--- config.mk ---
export PLATFORM = sky130hd
export DESIGN_NAME = mem_arbiter
export DESIGN_NICKNAME = d
export VERILOG_FILES = /design/src/rtl/mem_arbiter_pkg.sv /design/src/rtl/addr_check.sv /design/src/rtl/mem_arbiter.sv
export SDC_FILE = /design/constraint.sdc
export NUM_CORES = 1
export LEC_CHECK = 0
export CORE_MARGIN = 2
export CORE_UTILIZATION = 39
export CTS_CLUSTER_SIZE = 10
export DETAILED_ROUTE_END_ITERATION = 7
export PLACE_DENSITY = 0.81
export SLEW_MARGIN = 10
export SYNTH_ARGS = -nofsm -noshare
export SYNTH_HDL_FRONTEND = slang
export SYNTH_SLANG_ARGS = --single-unit
export TNS_END_PERCENT = 10
--- constraint.sdc ---
create_clock -name clk -period 3.1 [get_ports clk]
set_input_delay 0.93 -clock clk [delete_from_list [all_inputs] [get_ports clk]]
set_output_delay 0.93 -clock clk [all_outputs]
set_load 0.02 [all_outputs]
--- src/rtl/mem_arbiter_pkg.sv ---
// Shared types and constants for the instruction/data arbiter on the common memory port.
package mem_arbiter_pkg;

   typedef enum logic {
      FETCH_IDLE = 1'b0,
      FETCH_HELD = 1'b1
   } fetch_state_t;

   // Size codes as they appear in funct3[1:0] of loads/stores.
   localparam logic [2:0] BYTE = 3'b000;
   localparam logic [2:0] HALF = 3'b001;
   localparam logic [2:0] WORD = 3'b010;

   localparam logic [2:0] FETCH_FUNCT3 = WORD;

endpackage

--- src/rtl/addr_check.sv ---
// Combinational word-index extraction plus alignment and range check for a data access.
module addr_check
   import mem_arbiter_pkg::*;
#(
   parameter int unsigned WORD_AW = 6
)(
   input  logic [31:0]        addr,
   input  logic [1:0]         size,
   output logic [WORD_AW-1:0] word,
   output logic               misaligned,
   output logic               out_of_range
);

   assign word         = addr[WORD_AW+1:2];
   assign out_of_range = |addr[31:WORD_AW+2];

   always_comb begin
      misaligned = 1'b0;
      case (size)
         BYTE[1:0]: misaligned = 1'b0;
         HALF[1:0]: misaligned = addr[0];
         WORD[1:0]: misaligned = |addr[1:0];
         default:   misaligned = 1'b0;
      endcase
   end

endmodule

--- src/rtl/mem_arbiter.sv ---
// Arbitrates one combinational-read memory port between instruction fetch and MEM-stage
// data accesses; data always wins, and a held fetch word frees the port during pipeline stalls.
module mem_arbiter
   import mem_arbiter_pkg::*;
#(
   parameter int unsigned WORD_AW = 6,
   parameter int unsigned CNT_W   = 16
)(
   input  logic               clk,
   input  logic               rst,
   input  logic               if_req,
   input  logic [31:0]        if_addr,
   input  logic               if_hold,
   output logic               if_valid,
   output logic [31:0]        if_instr,
   input  logic               dm_read,
   input  logic               dm_write,
   input  logic [2:0]         dm_funct3,
   input  logic [31:0]        dm_addr,
   input  logic [31:0]        dm_wdata,
   output logic [31:0]        dm_rdata,
   output logic               dm_fault,
   output logic               stall_if,
   output logic               mem_read,
   output logic               mem_write,
   output logic [2:0]         mem_funct3,
   output logic [WORD_AW-1:0] mem_addr,
   output logic [31:0]        mem_wdata,
   input  logic [31:0]        mem_rdata,
   output logic [CNT_W-1:0]   conflict_cnt
);

   fetch_state_t       state;
   logic [31:0]        hold_word;
   logic [31:0]        hold_addr;
   logic [WORD_AW-1:0] last_addr;

   logic [WORD_AW-1:0] dm_word;
   logic [WORD_AW-1:0] if_word;
   logic               dm_misaligned;
   logic               dm_oor;
   logic               dm_req;
   logic               fault;
   logic               fetch_grant;
   logic               held_match;
   logic               coherence_hit;

   addr_check #(.WORD_AW(WORD_AW)) u_dm_check (
      .addr         (dm_addr),
      .size         (dm_funct3[1:0]),
      .word         (dm_word),
      .misaligned   (dm_misaligned),
      .out_of_range (dm_oor)
   );

   assign if_word = if_addr[WORD_AW+1:2];
   assign dm_req  = dm_read | dm_write;
   // A simultaneous load+store is treated as a fault: the store wins the port but is suppressed.
   assign fault   = dm_req & (dm_misaligned | dm_oor | (dm_read & dm_write));

   assign fetch_grant   = ~rst & ~dm_req & if_req & (state == FETCH_IDLE);
   assign held_match    = (state == FETCH_HELD) & (if_addr == hold_addr);
   assign coherence_hit = (state == FETCH_HELD) & mem_write & (dm_word == hold_addr[WORD_AW+1:2]);

   assign mem_write  = ~rst & dm_write & ~fault;
   assign mem_read   = ~rst & ((dm_read & ~fault) | fetch_grant);
   assign mem_funct3 = dm_req ? dm_funct3 : FETCH_FUNCT3;
   assign mem_wdata  = dm_wdata;
   assign mem_addr   = dm_req ? dm_word : (fetch_grant ? if_word : last_addr);

   assign dm_rdata = mem_rdata;
   assign dm_fault = ~rst & fault;
   assign stall_if = ~rst & dm_req & if_req & (state == FETCH_IDLE);

   // A held word is only presented while the fetch address still matches and no store is overwriting it.
   assign if_valid = fetch_grant | (~rst & held_match & ~coherence_hit);
   assign if_instr = (state == FETCH_HELD) ? hold_word : mem_rdata;

   always_ff @(posedge clk) begin
      if (rst) begin
         state        <= FETCH_IDLE;
         hold_word    <= '0;
         hold_addr    <= '0;
         last_addr    <= '0;
         conflict_cnt <= '0;
      end else begin
         if (dm_req | fetch_grant) begin
            last_addr <= mem_addr;
         end
         if (stall_if && (conflict_cnt != '1)) begin
            conflict_cnt <= conflict_cnt + CNT_W'(1);
         end
         case (state)
            FETCH_IDLE: begin
               if (fetch_grant && if_hold) begin
                  hold_word <= mem_rdata;
                  hold_addr <= if_addr;
                  state     <= FETCH_HELD;
               end
            end
            FETCH_HELD: begin
               if (!if_hold || (if_addr != hold_addr) || coherence_hit) begin
                  state <= FETCH_IDLE;
               end
            end
            default: state <= FETCH_IDLE;
         endcase
      end
   end

endmodule
# --- Word level (Yosys, flattened, before mapping) ---
# Index checks and enable logic that the tools add are counted.
classes:
  addsub: 1
  eq_ne: 6
  muxes: 8
  bitwise: 29
  n_reduce_logical: 8
ops:
  columns: ["operator", "count"]
  rows:
  - ["== test 32 bit", 1]
  - ["two-way mux 32 bit", 1]
  - ["!= test 32 bit", 1]
  - ["OR reduction 24 bit", 1]
  - ["bitwise AND 1 bit", 18]
  - ["adder 16 x 1 -> 16 bit (second input constant)", 1]
  - ["!= test 16 bit (second input constant)", 1]
  - ["two-way mux 6 bit", 2]
  - ["== test 6 bit", 1]
  - ["bitwise OR 1 bit", 6]
  - ["NOT 1 bit", 5]
  - ["case mux 1 bit (2 select lines)", 2]
  - ["two-way mux 3 bit", 1]
  - ["== test 2 x 1 -> 1 bit (second input constant)", 1]
  - ["== test 2 bit (second input constant)", 1]
  - ["logical AND 1 bit", 2]
  - ["logical OR 1 bit", 2]
  - ["two-way mux 1 bit", 2]
  - ["AND reduction 2 bit", 1]
  - ["OR reduction 2 bit", 1]
  - ["zero test 1 bit", 1]
word_totals:
  regBits: 87
  input_bits: 137
  out_inout_bits: 126
  word_cells: 57

# --- Depth between registers and ports, before layout ---
depth:
  ltp_word: 12
  ltp_mapped: 8
  ltp_nobuf: 7

# --- Cells and area by module ---
# Synthesis repeated with hierarchy kept, for this count alone.
unflattened:
  cells_unflattened: 608
  hier_area_um2: 4840.9
by_module_without_submodules:
  columns: ["mod", "instances", "cells_each", "area_per_inst_um2", "seq_area_each_um2"]
  rows:
  - ["mem_arbiter", 1, 587, 4698.3, 1741.7]
  - ["addr_check", 1, 21, 142.6, 0.0]

# --- Least setup slack after synthesis ---
# OpenSTA, ideal clock, no wires.
synth_path:
  path_type: "input port to output port"
  from: "input dm_funct3[0]"
  to: "output if_valid"
  arrival_ns: 2.200
  t_required_ns: 2.170
  setup_slack_ns: -0.030
  path_stages: 6
  path_buffers: 0
  cell_sequence: "inv_1 -> ha_1 -> a21oi_1 -> nor4b_1 -> a2111o_1 -> o21ai_1"
synth_between:
  elab_chain_cells: 12
  elab_cells_between_ends: 13
  classes_between: "eq/ne: 2; mux: 1; bitwise: 10"
synth_rtl:
  columns: ["element", "line_no", "source"]
  rows:
  - ["start, declared", "mem_arbiter.sv:18", "input logic [2:0] dm_funct3,"]
  - ["== test 2 bit / == test 2 x 1 -> 1 bit (equally long branches)", "addr_check.sv:19", "case (size)"]
  - ["case mux 1 bit (2 select lines) *", "addr_check.sv:19", null]
  - ["bitwise OR 1 bit * (2 in a row)", "mem_arbiter.sv:59", "assign fault = dm_req & (dm_misaligned | dm_oor | (dm_read & dm_write));"]
  - ["bitwise AND 1 bit *", "mem_arbiter.sv:59", null]
  - ["NOT 1 bit *", "mem_arbiter.sv:65", "assign mem_write = ~rst & dm_write & ~fault;"]
  - ["bitwise AND 1 bit *", "mem_arbiter.sv:65", null]
  - ["bitwise AND 1 bit * (2 in a row)", "mem_arbiter.sv:63", "assign coherence_hit = (state == FETCH_HELD) & mem_write & (dm_word == hold_addr[WORD_AW+1:2]);"]
  - ["NOT 1 bit *", "mem_arbiter.sv:76", "assign if_valid = fetch_grant | (~rst & held_match & ~coherence_hit);"]
  - ["bitwise AND 1 bit *", "mem_arbiter.sv:76", null]
  - ["bitwise OR 1 bit *", "mem_arbiter.sv:76", null]
  - ["end, declared", "mem_arbiter.sv:14", "output logic if_valid,"]
# Every way passes the cells marked *; elsewhere a longest branch is shown, timed or not.

# --- Final worst setup path ---
layout_path:
  from: "input if_addr[19]"
  to: "output if_valid"
layout_between:
  elab_chain_cells: 5
layout_rtl:
  columns: ["element", "line_no", "source"]
  rows:
  - ["start, declared", "mem_arbiter.sv:12", "input logic [31:0] if_addr,"]
  - ["== test 32 bit", "mem_arbiter.sv:62", "assign held_match = (state == FETCH_HELD) & (if_addr == hold_addr);"]
  - ["bitwise AND 1 bit", "mem_arbiter.sv:62", null]
  - ["bitwise AND 1 bit (2 in a row)", "mem_arbiter.sv:76", null]
  - ["bitwise OR 1 bit", "mem_arbiter.sv:76", null]
# Every way passes these cells.

==> key figures <==
Status
  • Status: complete, but fails checks
  • Violated checks: negative setup slack

Hold path
  • Hold EP: hold_word[23]$_SDFFE_PP0P_
  • Hold path depth: 2
  • Min-delay src: hold_word[23]$_SDFFE_PP0P_
  • Worst min path class: reg2reg

Floorplan
  • Core box area: around 12000 sq um
  • Starting Density: 0.399
  • Site Rows: 40
  • Io pins: 263
  • Die area: ~13000 sq um
  • Die Ht: 115 microns
  • Chip Width: 115 microns

Logic synthesis
  • Avg Inst Size Synth: 8.11 sq um
  • Seq/Total Area, Yosys: 0.363
  • Number of synthesized register bits: slightly below 90
  • Count of cell types in the netlist: 42
  • Synthesized cell area: between 4000 and 5000 sq um
  • Synth area leader: dfxtp_1
  • Syn Inst Count: slightly below 600
  • Synth Warn #: 0
  • Top cells by area, synth: dfxtp_1 36%, nand2_1 11%, buf_4 10%, xor2_1 7.7%, mux2_2 7.5%
  • Mapped Nets: between 700 and 800
  • Area share of the largest cell type after synthesis: 0.363

Detailed routing
  • Drt pass-1 iters: 4
  • Wire per inst: ~15 microns
  • Drt via density: between 5 and 6
  • Starting DRT DRC Count: 359
  • Via count: 4633
  • Post-DRT Antenna Nets: 0
  • DRC: 0
  • Total Routed Length: ~14 mm

Setup path
  • Reg2Reg Launch Point: conflict_cnt[0]$_SDFFE_PP0P_
  • Critical R2R Capture: conflict_cnt[15]$_SDFFE_PP0P_
  • Worst Path Required: around 2.2 ns
  • Reg2Reg Setup Slack: approximately 1.1 ns
  • Register-to-Register Path Depth: 7
  • Nature of the critical path startpoint: input pin
  • CP endpoint kind: output pin
  • Type of the worst setup path: in2out
  • Crit path DAT: between 2 and 2.5 ns
  • Max FO, Critical Path: 2
  • CP startpoint: if_addr[19]

Clock network
  • Clk sink count: 87
  • # hold bufs at CTS: 0
  • Worst-Skew Late Latency: around 0.33 ns
  • CTS Buf Count: 9
  • Clk root buf: clkbuf_16
  • Clock-pin slew on the worst setup and hold paths: 0.05 ns
  • H-tree depth: 3
  • CTS tree: yes
  • Maximum buffer depth of the clock tree: 2

Pwr
  • Pleak: 0.00308 uW
  • Overall power after layout: 2750 uW
  • P per Cell Area: around 380 nW/um^2
  • VDD IR-drop max: roughly 0.31 mV

Timing
  • RSZ-0062 raised after global routing: yes
  • Rel. slew slack: 0.657
  • Final Cycle Share: 1.08
  • Final TNS setup: -0.450 ns
  • Minimum clock period: 3.36 ns
  • Final Hold Vio Count: 0
  • Worst Max-Slew Pin Slew: between 0.5 and 0.6 ns
  • Max Clk Rate: 0.298 GHz
  • Max Slew Vio Count: 0
  • Final setup viols: 4
  • Final worst slack: -0.260 ns
  • Skew final: around 0.007 ns

Layout
  • Filler Cell Count: about 1100
  • Final design utilization: 0.603
  • Fin nets: 914
  • Multi-input gate area: 2600 sq um
  • Area Growth Syn to Fin: 50.9%
  • Seq. cell area: ~1700 sq um
  • # diodes: 0
  • Ratio of cells with drive above 1 in the final layout: 0.246
  • Cell area after layout: approximately 7200 sq um

Placed design
  • Post-DP HPWL: 10.5 mm
  • Post-DP Area: roughly 6900 sq um
  • Pre-CTS WS: -1.17 ns
  • Routability cong.: between 0.8 and 0.9
  • Port bufs: a little under 200

Global routing
  • Number of global-route vias before repair: about 4700
  • GRT Util Overall: 0.207
  • Pin count of the biggest net entering global routing: around 50
  • Initial antenna violation count: 0
  • First-pass GRT wire length: 21.9 mm
  • Grt ovf: 0

Run
  • Max Cap Viol: 0
==> routing by layer <==
metal,track usage,wire length [microns],up-vias
met5,0,0,-
met4,0.0643,255,0
met3,0.0538,865,27
met2,0.378,7430,145
met1,0.235,5410,2177
li1,-,-,2284
==> sequential cells by signal, indices dropped and copies added, names as in the netlist <==
signal and flops:
last_addr 6, state 1, hold_addr 32, hold_word 32, conflict_cnt 16
==> cell usage after synthesis, drive strengths merged <==
cell type	instances
and3b	1
a31oi	3
clkbuf	21
ha	3
buf	73
dfxtp	87
nor3b	1
nand2b	1
a211o	1
nor4	16
nor4b	2
and3	4
a21oi	71
o21ai	9
xor2	42
o31ai	1
or3b	1
a2111oi	3
nor2b	6
nor2	24
inv	4
nand2	143
or3	1
xnor2	6
nand4	7
mux2	33
and4bb	1
mux2i	5
o2111ai	2
a2111o	1
nor3	3
o211ai	2
and4	3
nand3	10
==> worst max-delay path by stage <==
| stage | endpoint | cells after the start |
|---|---|---|
| final | if_valid | 8 |
| after global routing | if_valid | 8 |
| after CTS | if_valid | 8 |
| after detailed placement | if_valid | 8 |
| after global placement | if_valid | 8 |
| after floorplan | if_valid | 6 |
==> placed cells by master (no fill, tap or decap), types with 6 or more instances in the layout <==
cell type / n
nand2_1: 142
xor2_1: 36
clkbuf_2: 20
dlygate4sd2_1: 29
dlymetal6s2s_1: 30
nor4_2: 8
clkdlybuf4s15_1: 15
xor2_2: 6
buf_2: 14
nand3_1: 9
dfxtp_1: 86
clkbuf_16: 9
a21oi_1: 70
nor2b_1: 6
nand4_1: 7
mux2_2: 32
buf_6: 7
buf_4: 66
nor2_1: 23
xnor2_1: 6
nor4_1: 6
clkdlybuf4s50_1: 81
==> power breakdown <==
group          leakage (uW)  switching [uW]  internal, uW  total (uW)
registers          0.000704            11.9          1140        1150
logic               0.00224             249           273         523
clock network      0.000140             429           646        1080
total               0.00308             690          2060        2750
==> cells by family (layout without fill, tap and decap cells) <==
group / after synthesis / in the layout / synth area share
muxes: 38 / 38 / 0.0879
DFF: 87 / 87 / 0.363
buffers and inverters: 98 / 286 / 0.132
xor gates and xnor gates: 48 / 48 / 0.0877
and+or+nand+nor: 224 / 224 / 0.215
AOI/OAI and AO/OA: 93 / 93 / 0.107
adders and majority gates: 3 / 3 / 0.00783
==> stage by stage <==
stage / instances / hold WS, ns
after detailed placement: 908 / 0.447
after CTS: 925 / 0.456
after floorplan: 591 / 0.433
after global placement: 908 / 0.440
final: 926 / 0.453
after global routing: 926 / 0.471
==> critical path: stages <==
cell and delay [ns]:
buf_6 0.10, xor2_2 0.15, nor4_4 0.33, buf_4 0.16, nand4_1 0.10, a2111o_1 0.37, o21ai_2 0.14, buf_6 0.14
==> area by class of cell <==
cell class / count / area share
Multi-Input combinational cell: 406 / 0.359
Tap cell: 147 / 0.0254
Clock inverter: 3 / 0.00588
Clock buffer: 13 / 0.0346
Sequential cell: 87 / 0.241
Timing Repair Buffer: 266 / 0.332
Inverter: 4 / 0.00207
==> repair_timing <==
action | 4_1_cts | 5_1_grt
cloned | 0 | 0
buffers inserted | 1 | 1
pin swaps | 32 | 26
gates resized for setup | 194 | 89
setup endpoints to repair | 25 | 33
Power figures use the tool's default switching activity.
